[config.mk]
export PLATFORM = sky130hd
export DESIGN_NAME = exc_ctrl
export DESIGN_NICKNAME = d
export VERILOG_FILES = /design/src/rtl/exc_pkg.sv /design/src/rtl/exc_ctrl_prio_enc.sv /design/src/rtl/exc_ctrl.sv
export SDC_FILE = /design/constraint.sdc
export NUM_CORES = 1
export LEC_CHECK = 0
export CAP_MARGIN = 20
export CORE_MARGIN = 1.5
export CORE_UTILIZATION = 45
export DETAILED_ROUTE_END_ITERATION = 7
export PLACE_DENSITY = 0.78
export SKIP_LAST_GASP = 1
export SYNTH_ARGS = -nofsm -noshare
export SYNTH_HDL_FRONTEND = slang
export SYNTH_SLANG_ARGS = --single-unit
export TNS_END_PERCENT = 30
[constraint.sdc]
create_clock -name clk -period 4.2 [get_ports clk]
set_input_delay 0.84 -clock clk [delete_from_list [all_inputs] [get_ports clk]]
set_output_delay 0.84 -clock clk [all_outputs]
set_load 0.03 [all_outputs]
[src/rtl/exc_pkg.sv]
// Shared types and constants for the exception controller.
package exc_pkg;

    localparam int ESTAT_W  = 4;
    localparam int NSRC_DEF = 4;

    typedef enum logic [1:0] {
        IDLE    = 2'd0,
        REQ     = 2'd1,
        HANDLER = 2'd2
    } exc_state_e;

endpackage

[src/rtl/exc_ctrl_prio_enc.sv]
// Lowest-index-first priority encoder over the eligible request vector.
module prio_enc
    import exc_pkg::*;
#(
    parameter int N = NSRC_DEF
) (
    input  logic [N-1:0]       req,
    output logic               valid,
    output logic [ESTAT_W-1:0] idx
);

    always_comb begin
        valid = 1'b0;
        idx   = '0;
        // Walk from the top so the lowest set bit wins.
        for (int i = N - 1; i >= 0; i--) begin
            if (req[i]) begin
                valid = 1'b1;
                idx   = ESTAT_W'(i);
            end
        end
    end

endmodule

[src/rtl/exc_ctrl.sv]
// Exception controller: latches requests, takes the highest-priority eligible
// one from IDLE, and sequences REQ -> HANDLER -> IDLE.
module exc_ctrl
    import exc_pkg::*;
#(
    parameter int NSRC = NSRC_DEF,
    parameter int CNTW = 8
) (
    input  logic               clk,
    input  logic               reset,
    input  logic [NSRC-1:0]    ExcSrc,
    input  logic [NSRC-1:0]    ExcMask,
    input  logic               ExcAck,
    input  logic               ERet,
    output logic               Exc,
    output logic [ESTAT_W-1:0] EStatus,
    output logic               InHandler,
    output logic [NSRC-1:0]    Pending,
    output logic [CNTW-1:0]    ExcCount
);

    exc_state_e         state_q, state_d;
    logic               exc_q, exc_d;
    logic               in_handler_q, in_handler_d;
    logic [ESTAT_W-1:0] estatus_q, estatus_d;
    logic [NSRC-1:0]    pending_q, pending_d;
    logic [CNTW-1:0]    count_q, count_d;

    logic [NSRC-1:0]    eligible;
    logic               enc_valid;
    logic [ESTAT_W-1:0] enc_idx;
    logic               take;
    logic [NSRC-1:0]    take_mask;

    assign eligible = pending_q & ~ExcMask;

    prio_enc #(.N(NSRC)) u_prio_enc (
        .req   (eligible),
        .valid (enc_valid),
        .idx   (enc_idx)
    );

    always_comb begin
        take      = (state_q == IDLE) && enc_valid;
        take_mask = take ? (NSRC'(1) << enc_idx) : '0;

        state_d = state_q;
        case (state_q)
            IDLE:    if (take)   state_d = REQ;
            REQ:     if (ExcAck) state_d = HANDLER;
            HANDLER: if (ERet)   state_d = IDLE;
            default:             state_d = IDLE;
        endcase

        exc_d        = (state_d == REQ);
        in_handler_d = (state_d == HANDLER);

        // A new request on the take cycle re-arms the bit.
        pending_d = (pending_q & ~take_mask) | ExcSrc;
        estatus_d = take ? ESTAT_W'(enc_idx + 4'd1) : estatus_q;

        count_d = count_q;
        if (take && (count_q != '1))
            count_d = count_q + 1'b1;
    end

    always_ff @(posedge clk or posedge reset) begin
        if (reset) begin
            state_q      <= IDLE;
            exc_q        <= 1'b0;
            in_handler_q <= 1'b0;
            estatus_q    <= '0;
            pending_q    <= '0;
            count_q      <= '0;
        end else begin
            state_q      <= state_d;
            exc_q        <= exc_d;
            in_handler_q <= in_handler_d;
            estatus_q    <= estatus_d;
            pending_q    <= pending_d;
            count_q      <= count_d;
        end
    end

    assign Exc       = exc_q;
    assign InHandler = in_handler_q;
    assign EStatus   = estatus_q;
    assign Pending   = pending_q;
    assign ExcCount  = count_q;

endmodule

==> results.json <==
{
  "timing.max_slew.rel_slack": 0.5233,
  "detail_route.wirelength_um": 1789,
  "synth_enable_flop_cells": 0,
  "post_cts_resized": 0,
  "syn_to_final_growth_pct": 33.68,
  "drive_gt1_frac": 0.08333,
  "run_status": "completed",
  "finalSetupViolations": 0,
  "seq_area_frac_synth": 0.4961,
  "cts_made_buffers": 3,
  "worst_case_clock_skew_ps": 9.183,
  "finalCoreUtilization": 0.6465,
  "cts.htree.levels": 1,
  "clock_power_share": 0.109,
  "synth.net_count": 107,
  "cts-root-buf": "sky130_fd_sc_hd__clkbuf_4",
  "drc": 0,
  "ys_types": 26,
  "grt_first_pass_wirelength_um": 3022,
  "ys_async_sr_fraction": 1.000,
  "power_switching_share": 0.4399,
  "synth-main-ff-cell": "sky130_fd_sc_hd__dfrtp_1",
  "cts.repair_timing.setup_buffer_count": 0,
  "routed_via_density": 4.966,
  "crit_path_class": "in2reg",
  "detailedPlace.worstSlack_ps": 1470,
  "sequentialPowerShare": 0.367,
  "timing_worst_slew_pin_value_ps": 714.2,
  "grt_setup_unrepaired": "false",
  "cp-start-kind": "primary input",
  "post-route-cell-area_um2": 1281,
  "largest_driver_fanout_on_the_critical_path": 12,
  "internal_dissipation_uw": 481.3,
  "totalNegativeSetupSlack_ps": 0,
  "clock-sinks": 19,
  "cts.path.max_buffers": 2,
  "antenna_left": 0,
  "layout.cells.non_filler": 147,
  "drtPass1Iterations": 4,
  "leakage_nw": 0.5852,
  "maxSlewViolCount": 0,
  "synthesis.instances": 90,
  "placeableCoreArea_um2": 1982,
  "die_y_um": 49.15,
  "fmax_mhz": 413.5,
  "floorplan.rows": 16,
  "power.density_cell_area_nw_per_um2": 670.7,
  "grt_pass1_vias": 702,
  "cts.hold.buffers_added": 0,
  "average_wire_length_per_cell_after_detail_routing_um": 12.17,
  "clk_transition_reported_paths_ps": 100,
  "average_footprint_of_a_synthesized_cell_um2": 10.65,
  "globalplace.congestion": 0.8094,
  "worstPathRequired_ps": 4390,
  "post_detailed_placement_half_perimeter_wirelength_um": 1352,
  "post-place-cells": 143,
  "io_pins": 30,
  "placed_cell_area_um2": 1254,
  "number_of_nets_in_the_finished_design": 138,
  "timing.critical_path.to_type": "flop",
  "tritoncts": "done",
  "fin_total_pwr_uw": 859.4,
  "initialDrtViolationCount": 20,
  "drv.max_cap_violation_count": 0,
  "count_of_yosys_warnings_during_synthesis": 0,
  "global_route.usage.total": 0.1626,
  "antenna_found_initial": 0,
  "fp.dieW_um": 49.15,
  "filler_cells_inserted": 161,
  "net-switching-power_uw": 378.0,
  "vias": 730,
  "layout_min_cycle_time_ps": 2418,
  "grt_overflow_total": 0,
  "timing.final.crit_share": 0.5758,
  "clock_latency_ps": 300,
  "vdd_ir_drop_max_mv": 0.4278,
  "initial_core_util": 0.4836,
  "grt_max_degree": 20,
  "postSynthRegisterBits": 19,
  "hold_viol": 0,
  "netlist_area_um2": 958.4,
  "number_of_diodes": 0,
  "holdWs_ps": 489.4,
  "die_area_um2": 2416,
  "portBuffers": 28,
  "p_comb_frac": 0.524,
  "setup_ws_post_layout_ps": 1782,
  "worstPathArrival_ps": 2610,
  "timing.hold.worst.class": "reg2reg"
}
## layout make-up
type                       count  area [um2]  share of cell area
tap                           27       33.78             0.02637
timing repair buffer          28       280.3              0.2187
sequential                    19       475.5              0.3711
multi-input combinational     65       449.2              0.3506
clock inverter                 1       5.005            0.003906
clock buffer                   3       22.52             0.01758
inverter                       4       15.01             0.01172
## Yosys cell counts (2+ instances only)
cell / n / area share
sky130_fd_sc_hd__nand2b_1: 2 / 0.013
sky130_fd_sc_hd__nor2_1: 7 / 0.027
sky130_fd_sc_hd__mux2_1: 2 / 0.023
sky130_fd_sc_hd__nor4_1: 2 / 0.013
sky130_fd_sc_hd__nand4_1: 2 / 0.013
sky130_fd_sc_hd__ha_1: 5 / 0.065
sky130_fd_sc_hd__nand2_1: 14 / 0.055
sky130_fd_sc_hd__a21o_1: 4 / 0.031
sky130_fd_sc_hd__o21ai_0: 6 / 0.031
sky130_fd_sc_hd__dfrtp_1: 19 / 0.50
sky130_fd_sc_hd__nand3_1: 2 / 0.010
sky130_fd_sc_hd__a21oi_1: 2 / 0.010
sky130_fd_sc_hd__xor2_1: 5 / 0.046
sky130_fd_sc_hd__nor2b_4: 3 / 0.043
sky130_fd_sc_hd__inv_1: 4 / 0.016
## worst paths after layout
kind | depth (start not counted) | from | slack [ps] | to
hold reg to reg | 2 | EStatus[2] | 490 | EStatus[2]
max in group asynchronous | 2 | reset | 2810 | Pending[3]
setup reg to reg | 4 | Pending[1] | 2340 | ExcCount[1]
setup / recovery | 5 | ExcMask[2] | 1780 | ExcCount[1]
min in group asynchronous | 2 | reset | 930 | state_q[0]
hold / removal | 2 | EStatus[2] | 490 | EStatus[2]
## logic make-up (layout without fill, tap and decap cells)
kind of cell,Yosys count,in the layout,synth area share
AO/OA/AOI/OAI,15,15,0.1201
XOR/XNOR,5,5,0.04569
adder cells (fa/ha/maj),5,5,0.06527
buffers and inverters,6,36,0.03525
flip-flops,19,19,0.4961
multiplexers,2,2,0.02350
other,1,1,0.003913
AND/OR/NAND/NOR,37,37,0.2102
## layer usage
| metal | track usage | vias to the layer above | routed length, um |
|---|---|---|---|
| li1 | - | 365 | - |
| met5 | 0 | - | 0 |
| met1 | 0.1911 | 337 | 799 |
| met4 | 0.08571 | 0 | 42 |
| met2 | 0.2770 | 24 | 848 |
| met3 | 0.03374 | 4 | 98 |
## flip-flops by register name, indices dropped and copies added (netlist names)
signal and count:
InHandler 1, EStatus 3, Pending 4, Exc 1
ExcCount 8, state_q 2
## power by group through the flow
stage	Combinational (mW)	Clock (mW)	Sequential (mW)
after floorplan	0.180	0	0.430
after global placement	0.441	0	0.317
after detailed placement	0.454	0	0.318
after CTS	0.454	0.0953	0.315
after global routing	0.487	0.101	0.325
final	0.450	0.0938	0.315
## worst max-delay path, cell delays in order
cell,delay [ps]
sky130_fd_sc_hd__clkdlybuf4s50_1,470
sky130_fd_sc_hd__and2b_2,250
sky130_fd_sc_hd__o41ai_4,540
sky130_fd_sc_hd__nor2_1,170
sky130_fd_sc_hd__mux2_1,330
## layout by cell type (no fill, tap or decap)
master                            count
sky130_fd_sc_hd__conb_1               1
sky130_fd_sc_hd__and2b_2              1
sky130_fd_sc_hd__a31oi_1              1
sky130_fd_sc_hd__nand2_1             14
sky130_fd_sc_hd__nor2b_1              1
sky130_fd_sc_hd__nand2b_1             2
sky130_fd_sc_hd__nand3_1              2
sky130_fd_sc_hd__o41ai_4              1
sky130_fd_sc_hd__ha_1                 5
sky130_fd_sc_hd__a21o_1               4
sky130_fd_sc_hd__dfrtp_1             19
sky130_fd_sc_hd__nor3b_1              1
sky130_fd_sc_hd__a21oi_1              2
sky130_fd_sc_hd__nand4_1              2
sky130_fd_sc_hd__nor2_1               7
sky130_fd_sc_hd__nor2_2               1
sky130_fd_sc_hd__o21ai_0              6
sky130_fd_sc_hd__o41a_1               1
sky130_fd_sc_hd__nor3_1               1
sky130_fd_sc_hd__mux2_1               2
sky130_fd_sc_hd__clkdlybuf4s50_1     28
sky130_fd_sc_hd__xor2_1               5
sky130_fd_sc_hd__nor4_1               2
sky130_fd_sc_hd__clkbuf_4             3
sky130_fd_sc_hd__nor2b_4              3
sky130_fd_sc_hd__clkinv_2             1
sky130_fd_sc_hd__inv_1                4
(Power assumes the default switching activity.)
